**src/rtl/writeback_regfile_if.sv**
```systemverilog
// writeback_regfile_if
// Bundles the writeback stage's input controls/data and its registered outputs.
//   master : drives enable_writeback, W_Control, aluout, memout, pcout, dr, sr;
//            observes vsr, psr, wb_valid
//   slave  : the writeback_regfile side (inverse directions)
// Parameters must match those of the writeback_regfile instance attached to it.
interface writeback_regfile_if #(
    parameter int DATA_W   = 16,
    parameter int NUM_REGS = 8,
    parameter int NUM_RD   = 2
);
    localparam int REG_AW = $clog2(NUM_REGS);

    logic                       enable_writeback;
    logic [1:0]                 W_Control;
    logic [DATA_W-1:0]          aluout;
    logic [DATA_W-1:0]          memout;
    logic [DATA_W-1:0]          pcout;
    logic [REG_AW-1:0]          dr;
    logic [NUM_RD*REG_AW-1:0]   sr;
    logic [NUM_RD*DATA_W-1:0]   vsr;
    logic [2:0]                 psr;
    logic                       wb_valid;

    modport master (
        output enable_writeback, W_Control, aluout, memout, pcout, dr, sr,
        input  vsr, psr, wb_valid
    );

    modport slave (
        input  enable_writeback, W_Control, aluout, memout, pcout, dr, sr,
        output vsr, psr, wb_valid
    );
endinterface

```
**src/rtl/writeback_regfile.sv**
```systemverilog
// writeback_regfile
// LC3 writeback stage: picks the result source, commits it into the register
// file, updates the N/Z/P condition code and returns registered operand reads.
//   clock  : rising-edge clock
//   reset  : asynchronous, active-high; clears RF, vsr, psr, wb_valid
//   wb     : writeback_regfile_if.slave
//            enable_writeback, W_Control (0 alu, 1 mem, 2 pc, 3 no-write),
//            aluout/memout/pcout, dr, packed sr in; packed vsr, psr, wb_valid out
// Optional feature: define WRITEBACK_REGFILE_FWD_EN to forward the committed
// value to any read port addressing dr on the same edge. Without it, such a
// read returns the pre-write contents.
module writeback_regfile #(
    parameter int DATA_W   = 16,
    parameter int NUM_REGS = 8,
    parameter int NUM_RD   = 2
) (
    input  logic                clock,
    input  logic                reset,
    writeback_regfile_if.slave  wb
);
    localparam int REG_AW = $clog2(NUM_REGS);

    logic [DATA_W-1:0]        rf_q [NUM_REGS];
    logic [DATA_W-1:0]        rf_d [NUM_REGS];
    logic [NUM_RD*DATA_W-1:0] vsr_q, vsr_d;
    logic [2:0]               psr_q, psr_d;
    logic                     wb_valid_q, wb_valid_d;

    logic [DATA_W-1:0]        sel;
    logic                     commit;

    always_comb begin
        sel = '0;
        case (wb.W_Control)
            2'd0:    sel = wb.aluout;
            2'd1:    sel = wb.memout;
            2'd2:    sel = wb.pcout;
            default: sel = '0;
        endcase
    end

    assign commit = wb.enable_writeback && (wb.W_Control != 2'd3);

    always_comb begin
        rf_d       = rf_q;
        psr_d      = psr_q;
        wb_valid_d = commit;
        if (commit) begin
            rf_d[wb.dr] = sel;
            if (sel[DATA_W-1])
                psr_d = 3'b100;
            else if (sel == '0)
                psr_d = 3'b010;
            else
                psr_d = 3'b001;
        end
    end

    // Reads sample the current RF every edge, regardless of enable_writeback.
    always_comb begin
        vsr_d = '0;
        for (int i = 0; i < NUM_RD; i++) begin
            vsr_d[i*DATA_W +: DATA_W] = rf_q[wb.sr[i*REG_AW +: REG_AW]];
`ifdef WRITEBACK_REGFILE_FWD_EN
            if (commit && (wb.sr[i*REG_AW +: REG_AW] == wb.dr))
                vsr_d[i*DATA_W +: DATA_W] = sel;
`endif
        end
    end

    always_ff @(posedge clock or posedge reset) begin
        if (reset) begin
            for (int i = 0; i < NUM_REGS; i++)
                rf_q[i] <= '0;
            vsr_q      <= '0;
            psr_q      <= 3'b000;
            wb_valid_q <= 1'b0;
        end else begin
            rf_q       <= rf_d;
            vsr_q      <= vsr_d;
            psr_q      <= psr_d;
            wb_valid_q <= wb_valid_d;
        end
    end

    assign wb.vsr      = vsr_q;
    assign wb.psr      = psr_q;
    assign wb.wb_valid = wb_valid_q;
endmodule
```
**src/flat_wrapper.sv**
```systemverilog
// flat-port wrapper written by rule: the top's interface ports become plain ports
module writeback_regfile_flat 
#(
    parameter int DATA_W   = 16,
    parameter int NUM_REGS = 8,
    parameter int NUM_RD   = 2
)
  (clock, reset, wb_enable_writeback, wb_W_Control, wb_aluout, wb_memout, wb_pcout, wb_dr, wb_sr, wb_vsr, wb_psr, wb_wb_valid);
  writeback_regfile_if #(.DATA_W(DATA_W), .NUM_REGS(NUM_REGS), .NUM_RD(NUM_RD)) wb_i ();
  input  logic clock;
  input  logic reset;
  input wire logic [$bits(wb_i.enable_writeback)-1:0] wb_enable_writeback;
  input wire logic [$bits(wb_i.W_Control)-1:0] wb_W_Control;
  input wire logic [$bits(wb_i.aluout)-1:0] wb_aluout;
  input wire logic [$bits(wb_i.memout)-1:0] wb_memout;
  input wire logic [$bits(wb_i.pcout)-1:0] wb_pcout;
  input wire logic [$bits(wb_i.dr)-1:0] wb_dr;
  input wire logic [$bits(wb_i.sr)-1:0] wb_sr;
  output wire logic [$bits(wb_i.vsr)-1:0] wb_vsr;
  output wire logic [$bits(wb_i.psr)-1:0] wb_psr;
  output wire logic [$bits(wb_i.wb_valid)-1:0] wb_wb_valid;
  assign wb_i.enable_writeback = wb_enable_writeback;
  assign wb_i.W_Control = wb_W_Control;
  assign wb_i.aluout = wb_aluout;
  assign wb_i.memout = wb_memout;
  assign wb_i.pcout = wb_pcout;
  assign wb_i.dr = wb_dr;
  assign wb_i.sr = wb_sr;
  assign wb_vsr = wb_i.vsr;
  assign wb_psr = wb_i.psr;
  assign wb_wb_valid = wb_i.wb_valid;
  writeback_regfile #(.DATA_W(DATA_W), .NUM_REGS(NUM_REGS), .NUM_RD(NUM_RD)) u_core (.clock(clock), .reset(reset), .wb(wb_i));
endmodule
```
**config.mk**
```make
export PLATFORM = sky130hd
export DESIGN_NAME = writeback_regfile_flat
export DESIGN_NICKNAME = d
export VERILOG_FILES = /design/src/rtl/writeback_regfile_if.sv /design/src/rtl/writeback_regfile.sv /design/src/flat_wrapper.sv
export SDC_FILE = /design/constraint.sdc
export NUM_CORES = 1
export LEC_CHECK = 0
export ABC_AREA = 0
export CAP_MARGIN = 20
export CORE_MARGIN = 1.5
export CORE_UTILIZATION = 56
export DETAILED_ROUTE_END_ITERATION = 8
export MAX_ROUTING_LAYER = met4
export PLACE_DENSITY = 0.8
export SYNTH_ARGS = -nofsm -noshare
export SYNTH_HDL_FRONTEND = slang
export SYNTH_SLANG_ARGS = --single-unit
```
**constraint.sdc**
```tcl
create_clock -name clock -period 7.6 [get_ports clock]
set_input_delay 1.9 -clock clock [delete_from_list [all_inputs] [get_ports clock]]
set_output_delay 1.9 -clock clock [all_outputs]
set_load 0.01 [all_outputs]
```
==> impl_metrics.json, run 1 <==
{
  "grt_use_total": 0.3078,
  "leakage_uw": 0.003959,
  "die_area_sq_um": 14590,
  "slowest_delay_ns": 0.94,
  "vdd_ir_drop_max_v": 0.0001794,
  "ys_top_cells_by_area": "dfrtp_1, mux4_2, mux2_2",
  "die_height_um": 120.8,
  "hold_buffers": 0,
  "total_power_uw": 2765,
  "finalInstanceArea_sq_um": 9504,
  "synth_area_sq_um": 7770,
  "cts_tree": "done",
  "cp-end-kind": "flop",
  "cts_sinks": 164,
  "diodes": 0,
  "drt_iter0_markers": 610,
  "fin_nets": 766,
  "fmax_mhz": 203.9,
  "io_buffers": 97,
  "setup_viol": 0,
  "drv_cap": 0,
  "ys_ff_latch": 164,
  "vias": 5733,
  "synth_common_cells": "dfrtp_1, nand2_1, nor2_1",
  "avgSynthCellArea_sq_um": 12.47,
  "grt_max_degree": 107,
  "cts_root_buf": "clkbuf_16",
  "cts_buffers": 17,
  "whs_ns": 0.5114,
  "status": "finished clean",
  "cts-htree-levels": 4,
  "synth_top_area_frac": 0.5282,
  "grt_pass1_vias": 6110,
  "fin_crit_sh": 0.6454,
  "arrival_ns": 5.18,
  "crit_chain": "clkdlybuf4s50_1 > a21boi_1 > nand4b_1 > buf_4 > nand2_1 > o21ai_0",
  "worstPathMaxFanout": 18,
  "postCtsSetupBuffers": 0,
  "synthDistinctLibCells": 30,
  "vias_per_cell": 6.420,
  "synth_nets": 685,
  "report.final.hold_viol_count": 0,
  "synth.most_common_cell": "dfrtp_1",
  "rsz0062_at_grt": "no",
  "drv_slew": 0,
  "dp_hpwl_um": 12110,
  "io-pin-count": 98,
  "syn_inst": 623,
  "clockBufferDepth": 2,
  "worst_pin_slew_ns": 1.107,
  "ys_seq_area_frac": 0.5282,
  "placed_area_sq_um": 8852,
  "min_period_ns": 4.905,
  "hold_class": "reg2reg",
  "routed_wl_um": 20190,
  "area_delta_synth_final_pct": 22.32,
  "reg2reg_setup_slack_ns": 6.29,
  "crit_required_ns": 7.87,
  "drc_errors": 0,
  "tns_ns": 0,
  "synth_edf_count": 0,
  "slew-limit-headroom": 0.2600,
  "gp_congestion": 0.9048,
  "drt.antenna.violating_nets": 0,
  "die_w_um": 120.8,
  "grt_overflow_total": 0,
  "clkTransAtPathRegs_ns": 0.06,
  "first_pass_iters": 5,
  "start_util": 0.5798,
  "powerDensity_nw_per_um2": 290.9,
  "fin_skew_ns": 0.008773,
  "cpMaxStageDelayCell": "a21boi_1",
  "clk_latency_ns": 0.43,
  "synth-main-ff-cell": "dfrtp_1",
  "cts_resized": 0,
  "final.fill_count": 890,
  "critical_path_class": "in2reg",
  "synth_area_leader_cell": "dfrtp_1",
  "ys_warn_count": 0,
  "drive_above_1_share": 0.2204,
  "wire_per_inst_um": 22.61,
  "synthArstFlopShare": 1.000,
  "crit_path_start_kind": "input pin",
  "core_sq_um": 13400,
  "grt_pass1_wl_um": 32100,
  "antenna_found_initial": 0,
  "std_cell_rows": 42
}
[final timing paths]
path                       cells after the start                 to             from
hold reg to reg                                2    u_core.rf_q[71]  u_core.rf_q[71]
hold / removal                                 2    u_core.rf_q[71]  u_core.rf_q[71]
setup / recovery                               6    u_core.rf_q[65]  wb_W_Control[1]
setup reg to reg                               2  u_core.wb.vsr[14]  u_core.rf_q[62]
min in group asynchronous                      2   u_core.rf_q[122]            reset
max in group asynchronous                      3    u_core.rf_q[42]            reset
[state kept, by name (all words and copies together) (netlist names)]
signal              flops
u_core.wb.vsr          32
u_core.wb.wb_valid      1
u_core.rf_q           128
u_core.wb.psr           3
[cells in the final DEF (no fill, tap or decap), drive strengths merged]
cell and n:
nor3 1, o21ai 64, o21a 1, nand4 5, nor2b 2, a21oi 64
dfrtp 164, mux2 32, a2bb2oi 16, a31o 1, nand2b 1, mux4 64
buf 17, nand4b 2, clkbuf 23, a21boi 1, nand3 1, nor2 66
nor3b 2, inv 2, nand2 66, o22ai 1, bufinv 4, mux2i 16
clkinv 5, clkdlybuf4s50 95, or4 1
[cell families (layout without fill, tap and decap cells)]
logic type	count (synthesis)	count (layout)	synth area share
flops	164	164	0.5282
compound gates	148	148	0.1116
simple gates	147	147	0.07762
mux	112	112	0.2525
buf+inv	52	146	0.03011
[metal layers]
layer  track usage  vias up  part of all wire
li1              -     2453                 -
met1        0.4058     2924              0.39
met2        0.4741      319              0.49
met3       0.06651       37             0.096
met4        0.1221        0             0.021
met5             -        -                 0
[final cells by class]
cell class,instances,area [sq um],share of cell area
Inverter,2,12.51,0.001316
Clock inverter,9,148.9,0.01567
Sequential cell,164,4104,0.4318
Multi-Input combinational cell,407,3450,0.3630
Tap cell,176,220.2,0.02317
Timing Repair Buffer,112,1081,0.1137
Clock buffer,23,488.0,0.05134
[power breakdown]
part           leakage, uW  internal [uW]  switching, uW
clock network     0.000317            583            336
logic              0.00163            371            263
registers          0.00201           1070            137
total              0.00396           2030            736
[critical path: cells and delay by family]
family          cells  cell delay (ns)
compound gates      2             1.02
simple gates        2             0.86
buf+inv             2             1.39
[metrics by stage]
stage	utilization	setup WS [ns]	instances
after floorplan	-	1.267	623
after global placement	0.6606	2.665	860
after detailed placement	0.6606	2.444	860
after CTS	0.7081	2.814	892
after global routing	0.7092	2.416	893
final	0.7092	2.695	893
No activity file was read; power rests on OpenSTA's default activity.
==> run 2: changes to the inputs <==
--- a/config.mk
+++ b/config.mk
@@ -8,10 +8,10 @@
 export ABC_AREA = 0
 export CAP_MARGIN = 20
 export CORE_MARGIN = 1.5
-export CORE_UTILIZATION = 56
+export CORE_UTILIZATION = 50
 export DETAILED_ROUTE_END_ITERATION = 8
 export MAX_ROUTING_LAYER = met4
-export PLACE_DENSITY = 0.8
+export PLACE_DENSITY = 0.76
 export SYNTH_ARGS = -nofsm -noshare
 export SYNTH_HDL_FRONTEND = slang
 export SYNTH_SLANG_ARGS = --single-unit
==> constraint.sdc (replaced) <==
create_clock -name clock -period 4.3 [get_ports clock]
set_input_delay 1.075 -clock clock [delete_from_list [all_inputs] [get_ports clock]]
set_output_delay 1.075 -clock clock [all_outputs]
set_load 0.01 [all_outputs]
==> impl_metrics.json, run 2 (same netlist as run 1, synthesis figures left out) <==
{
  "critical_path_buf_inv_count": 2,
  "final_common_cell": "dfrtp_1",
  "finalInstanceArea_sq_um": 9584,
  "reg2reg_to": "u_core.wb.vsr[0]",
  "grt_pass1_wl_um": 31880,
  "whs_endpoint": "u_core.wb.psr[2]",
  "wire_per_inst_um": 22.09,
  "drt.antenna.violating_nets": 0,
  "cts_root_buf": "clkbuf_16",
  "vias_per_cell": 6.153,
  "routed_wl_um": 20280,
  "fmax_mhz": 314.3,
  "status": "finished clean",
  "grt_pass1_vias": 5667,
  "cp-end-kind": "flop",
  "powerDensity_nw_per_um2": 493.7,
  "drv_cap": 0,
  "core_sq_um": 15200,
  "grt_overflow_total": 0,
  "drc_errors": 0,
  "vdd_ir_drop_max_v": 0.0003020,
  "cp.depth": 7,
  "reg2reg_setup_slack_ns": 2.97,
  "cts_tree": "done",
  "die_w_um": 127.7,
  "slowest_delay_ns": 0.54,
  "gp_congestion": 0.8729,
  "fin_crit_sh": 0.7399,
  "cts_sinks": 164,
  "worstPathMaxFanout": 18,
  "first_pass_iters": 5,
  "antenna_found_initial": 0,
  "hp-start": "u_core.wb.psr[2]",
  "hold_class": "reg2reg",
  "placed_area_sq_um": 9016,
  "area_delta_synth_final_pct": 23.35,
  "io-pin-count": 98,
  "start_util": 0.5111,
  "clockBufferDepth": 2,
  "final_cell_mix": "dfrtp_1, clkdlybuf4s50_1, nand2_1",
  "die_area_sq_um": 16300,
  "crit_required_ns": 4.62,
  "regMostFlops": "u_core.rf_q",
  "cts-htree-levels": 4,
  "rr_worst_depth": 2,
  "critical_path.top_delay_family": "buffers and inverters",
  "setup_viol": 0,
  "largest_register_ffs": 128,
  "grt_use_total": 0.2733,
  "clk_latency_ns": 0.43,
  "drv_slew": 0,
  "die_height_um": 127.7,
  "hold_buffers": 0,
  "fin_nets": 780,
  "cts_resized": 0,
  "vias": 5648,
  "crit_chain": "clkdlybuf4s50_1 > buf_4 > mux2i_1 > a2bb2oi_2 > nand4_1 > or4_1 > a31o_1",
  "final.fill_count": 1120,
  "crit_path_start_kind": "input pin",
  "drt_iter0_markers": 715,
  "fin_skew_ns": 0.006736,
  "cts_buffers": 17,
  "std_cell_rows": 45,
  "tns_ns": 0,
  "io_buffers": 97,
  "drive_above_1_share": 0.2342,
  "critical_path_class": "in2reg",
  "clkTransAtPathRegs_ns": 0.06,
  "cpMaxStageDelayCell": "or4_1",
  "rr_startpoint": "u_core.rf_q[0]",
  "grt_max_degree": 69,
  "min_period_ns": 3.182,
  "dp_hpwl_um": 12950,
  "holdPathStages": 1,
  "diodes": 0,
  "leakage_uw": 0.003989,
  "arrival_ns": 3.50,
  "postCtsSetupBuffers": 0,
  "slew-limit-headroom": 0.4807,
  "report.final.hold_viol_count": 0,
  "rsz0062_at_grt": "no",
  "worst_pin_slew_ns": 0.7774
}
[run 2: worst max path at each step]
| stage | from | to | slack (ns) |
|---|---|---|---|
| 2_1_floorplan | reset | u_core.rf_q[0] | 1.14 |
| 3_3_place_gp | wb_W_Control[0] | u_core.wb.psr[0] | 0.77 |
| 3_5_place_dp | wb_W_Control[0] | u_core.wb.psr[0] | 0.73 |
| 4_1_cts | wb_W_Control[0] | u_core.wb.psr[0] | 1.14 |
| 5_1_grt | wb_W_Control[0] | u_core.wb.psr[0] | 1.01 |
| 6_report | wb_W_Control[0] | u_core.wb.psr[0] | 1.12 |
[run 2: layout make-up]
| type | count | area (sq um) | share of cell area |
|---|---|---|---|
| Tap cell | 188 | 235.2 | 0.02454 |
| Timing Repair Buffer | 126 | 1216 | 0.1269 |
| Clock buffer | 21 | 460.4 | 0.04804 |
| Clock inverter | 10 | 107.6 | 0.01123 |
| Multi-Input combinational cell | 407 | 3450 | 0.3599 |
| Sequential cell | 164 | 4104 | 0.4282 |
| Inverter | 2 | 11.26 | 0.001175 |
[run 2: worst reg2reg max path: stages (launching register included)]
cell	delay (ns)
dfrtp_1	0.40
mux4_2	0.49
mux2_2	0.31
[run 2: metal layers]
layer / routed length, um / track usage / vias to the layer above
met5: 0 / - / -
met2: 10280 / 0.4397 / 285
met3: 1585 / 0.05467 / 34
met4: 343 / 0.08196 / 0
li1: - / - / 2472
met1: 8069 / 0.3570 / 2857
[run 2: metrics by stage]
step | std cells | hold WS (ns) | power [uW] | utilization | worst slack (ns)
finish | 918 | 0.5022 | 4731 | 0.6305 | 1.118
global route | 918 | 0.5261 | 4951 | 0.6305 | 1.014
CTS | 918 | 0.5038 | 4754 | 0.6305 | 1.136
detailed placement | 887 | 0.4911 | 3276 | 0.5931 | 0.7294
global placement | 887 | 0.4774 | 3203 | 0.5931 | 0.7730
floorplan | 623 | 0.4612 | 2809 | - | 1.140
[run 2: power breakdown]
group	internal [uW]	total (uW)	switching, uW
combinational	669	1130	463
clock	876	1470	595
sequential	1900	2130	230
==> run 3: changes to the inputs <==
==> constraint.sdc (replaced) <==
create_clock -name clock -period 2.6 [get_ports clock]
set_input_delay 0.65 -clock clock [delete_from_list [all_inputs] [get_ports clock]]
set_output_delay 0.65 -clock clock [all_outputs]
set_load 0.01 [all_outputs]
==> impl_metrics.json, run 3 (same netlist as run 1, synthesis figures left out) <==
{
  "status": "finished clean",
  "wire_per_inst_um": 22.41,
  "slowest_delay_ns": 0.55,
  "crit_required_ns": 2.93,
  "final_core_util": 0.6535,
  "io_buffers": 97,
  "drive_above_1_share": 0.2517,
  "cts_buffers": 17,
  "core_sq_um": 15200,
  "final_common_cell": "dfrtp_1",
  "drv_slew": 0,
  "routed_wl_um": 20950,
  "cts_sinks": 164,
  "cpMaxStageDelayCell": "or4_1",
  "largest_register_ffs": 128,
  "setup_viol": 0,
  "die_area_sq_um": 16300,
  "gp_congestion": 0.8036,
  "leakage_uw": 0.004161,
  "final-seq-area_sq_um": 4104,
  "cts_resized": 0,
  "fin_crit_sh": 0.9175,
  "drc_errors": 0,
  "start_util": 0.5111,
  "grt_use_total": 0.2870,
  "vias": 5856,
  "drt_iter0_markers": 752,
  "critical_path_class": "in2reg",
  "grt_overflow_total": 0,
  "first_pass_iters": 5,
  "fmax_mhz": 419.2,
  "slew-limit-headroom": 0.7330,
  "arrival_ns": 2.71,
  "io-pin-count": 98,
  "antenna_found_initial": 0,
  "report.final.hold_viol_count": 0,
  "total_power_uw": 8098,
  "cts_tree": "done",
  "fin_nets": 796,
  "final_cell_mix": "dfrtp_1, clkdlybuf4s50_1, nand2_1",
  "min_period_ns": 2.386,
  "std_cell_rows": 45,
  "drv_cap": 0,
  "multi_input_area_sq_um": 3450,
  "drt.antenna.violating_nets": 0,
  "regMostFlops": "u_core.rf_q",
  "final.fill_count": 1104,
  "grt_pass1_vias": 6219,
  "grt_max_degree": 66,
  "worstPathMaxFanout": 16,
  "grt_pass1_wl_um": 33440,
  "fin_skew_ns": 0.005433,
  "cp-end-kind": "flop",
  "hold_buffers": 0,
  "clkTransAtPathRegs_ns": 0.06,
  "powerDensity_nw_per_um2": 815.1,
  "dp_hpwl_um": 13220,
  "clk_latency_ns": 0.43,
  "vdd_ir_drop_max_v": 0.0005407,
  "vias_per_cell": 6.263,
  "crit_path_start_kind": "input pin",
  "clockBufferDepth": 2,
  "die_height_um": 127.7,
  "cts_root_buf": "clkbuf_16",
  "hold_class": "reg2reg",
  "postCtsSetupBuffers": 0,
  "cts-htree-levels": 4,
  "worst_pin_slew_ns": 0.3997,
  "diodes": 0,
  "crit_chain": "clkdlybuf4s50_1 > buf_12 > mux2i_1 > a2bb2oi_1 > nand4_1 > or4_1 > a31o_1",
  "rsz0062_at_grt": "no",
  "die_w_um": 127.7,
  "area_delta_synth_final_pct": 27.86
}
[run 3: cell types whose count changed in the layout (fill, tap and decap cells not counted)]
cell,previous run,this run
buf_12,3,17
clkbuf_8,2,5
buf_4,26,28
clkinv_2,5,3
clkinvlp_4,4,2
bufinv_16,2,3
clkinv_4,0,1
[run 3: path summary, 6_finish.rpt]
check | from | to | slack [ns] | cells after the start
worst max-delay path | wb_W_Control[0] | u_core.wb.psr[0] | 0.21 | 7
worst min-delay path | u_core.wb.psr[2] | u_core.wb.psr[2] | 0.50 | 1
worst max register to register | u_core.rf_q[31] | u_core.wb.vsr[15] | 1.23 | 2
worst min register to register | u_core.wb.psr[2] | u_core.wb.psr[2] | 0.50 | 1
max in group asynchronous | reset | u_core.rf_q[102] | 1.33 | 4
min in group asynchronous | reset | u_core.wb.vsr[26] | 0.54 | 2
[run 3: layout make-up]
class | instances | area share
Clock buffer | 24 | 0.05050
Clock inverter | 8 | 0.01222
Inverter | 2 | 0.001134
Multi-Input combinational cell | 407 | 0.3472
Sequential cell | 164 | 0.4131
Tap cell | 188 | 0.02368
Timing Repair Buffer | 142 | 0.1521
[run 3: per-stage QoR]
stage / hold slack, ns / cells / worst slack (ns) / instance area (sq um) / setup TNS [ns]
6_report: 0.5043 / 935 / 0.2144 / 9935 / 0
5_1_grt: 0.5309 / 935 / 0.1201 / 9935 / 0
4_1_cts: 0.5048 / 935 / 0.2235 / 9935 / 0
3_5_place_dp: 0.4784 / 903 / -0.2535 / 9311 / -1.050
3_3_place_gp: 0.4736 / 903 / -0.1831 / 9311 / -0.2151
2_1_floorplan: 0.4612 / 623 / -0.1348 / 7774 / -22.11
[run 3: report_power, final]
part           internal [uW]  switching, uW
logic                   1150            796
clock network           1630            982
registers               3140            396
[run 3: layer usage]
metal  vias up  wire [um]  track usage
met2       276      10570       0.4560
met4         0        625       0.1335
met5         -          0            -
met3        51       1591      0.05760
li1       2510          -            -
met1      3019       8163       0.3589
[run 3: critical path: cells and delay by family]
| kind | cells | cell delay [ns] |
|---|---|---|
| and+or+nand+nor | 2 | 0.70 |
| buffers and inverters | 2 | 0.69 |
| muxes | 1 | 0.19 |
| AOI/OAI and AO/OA | 2 | 0.48 |
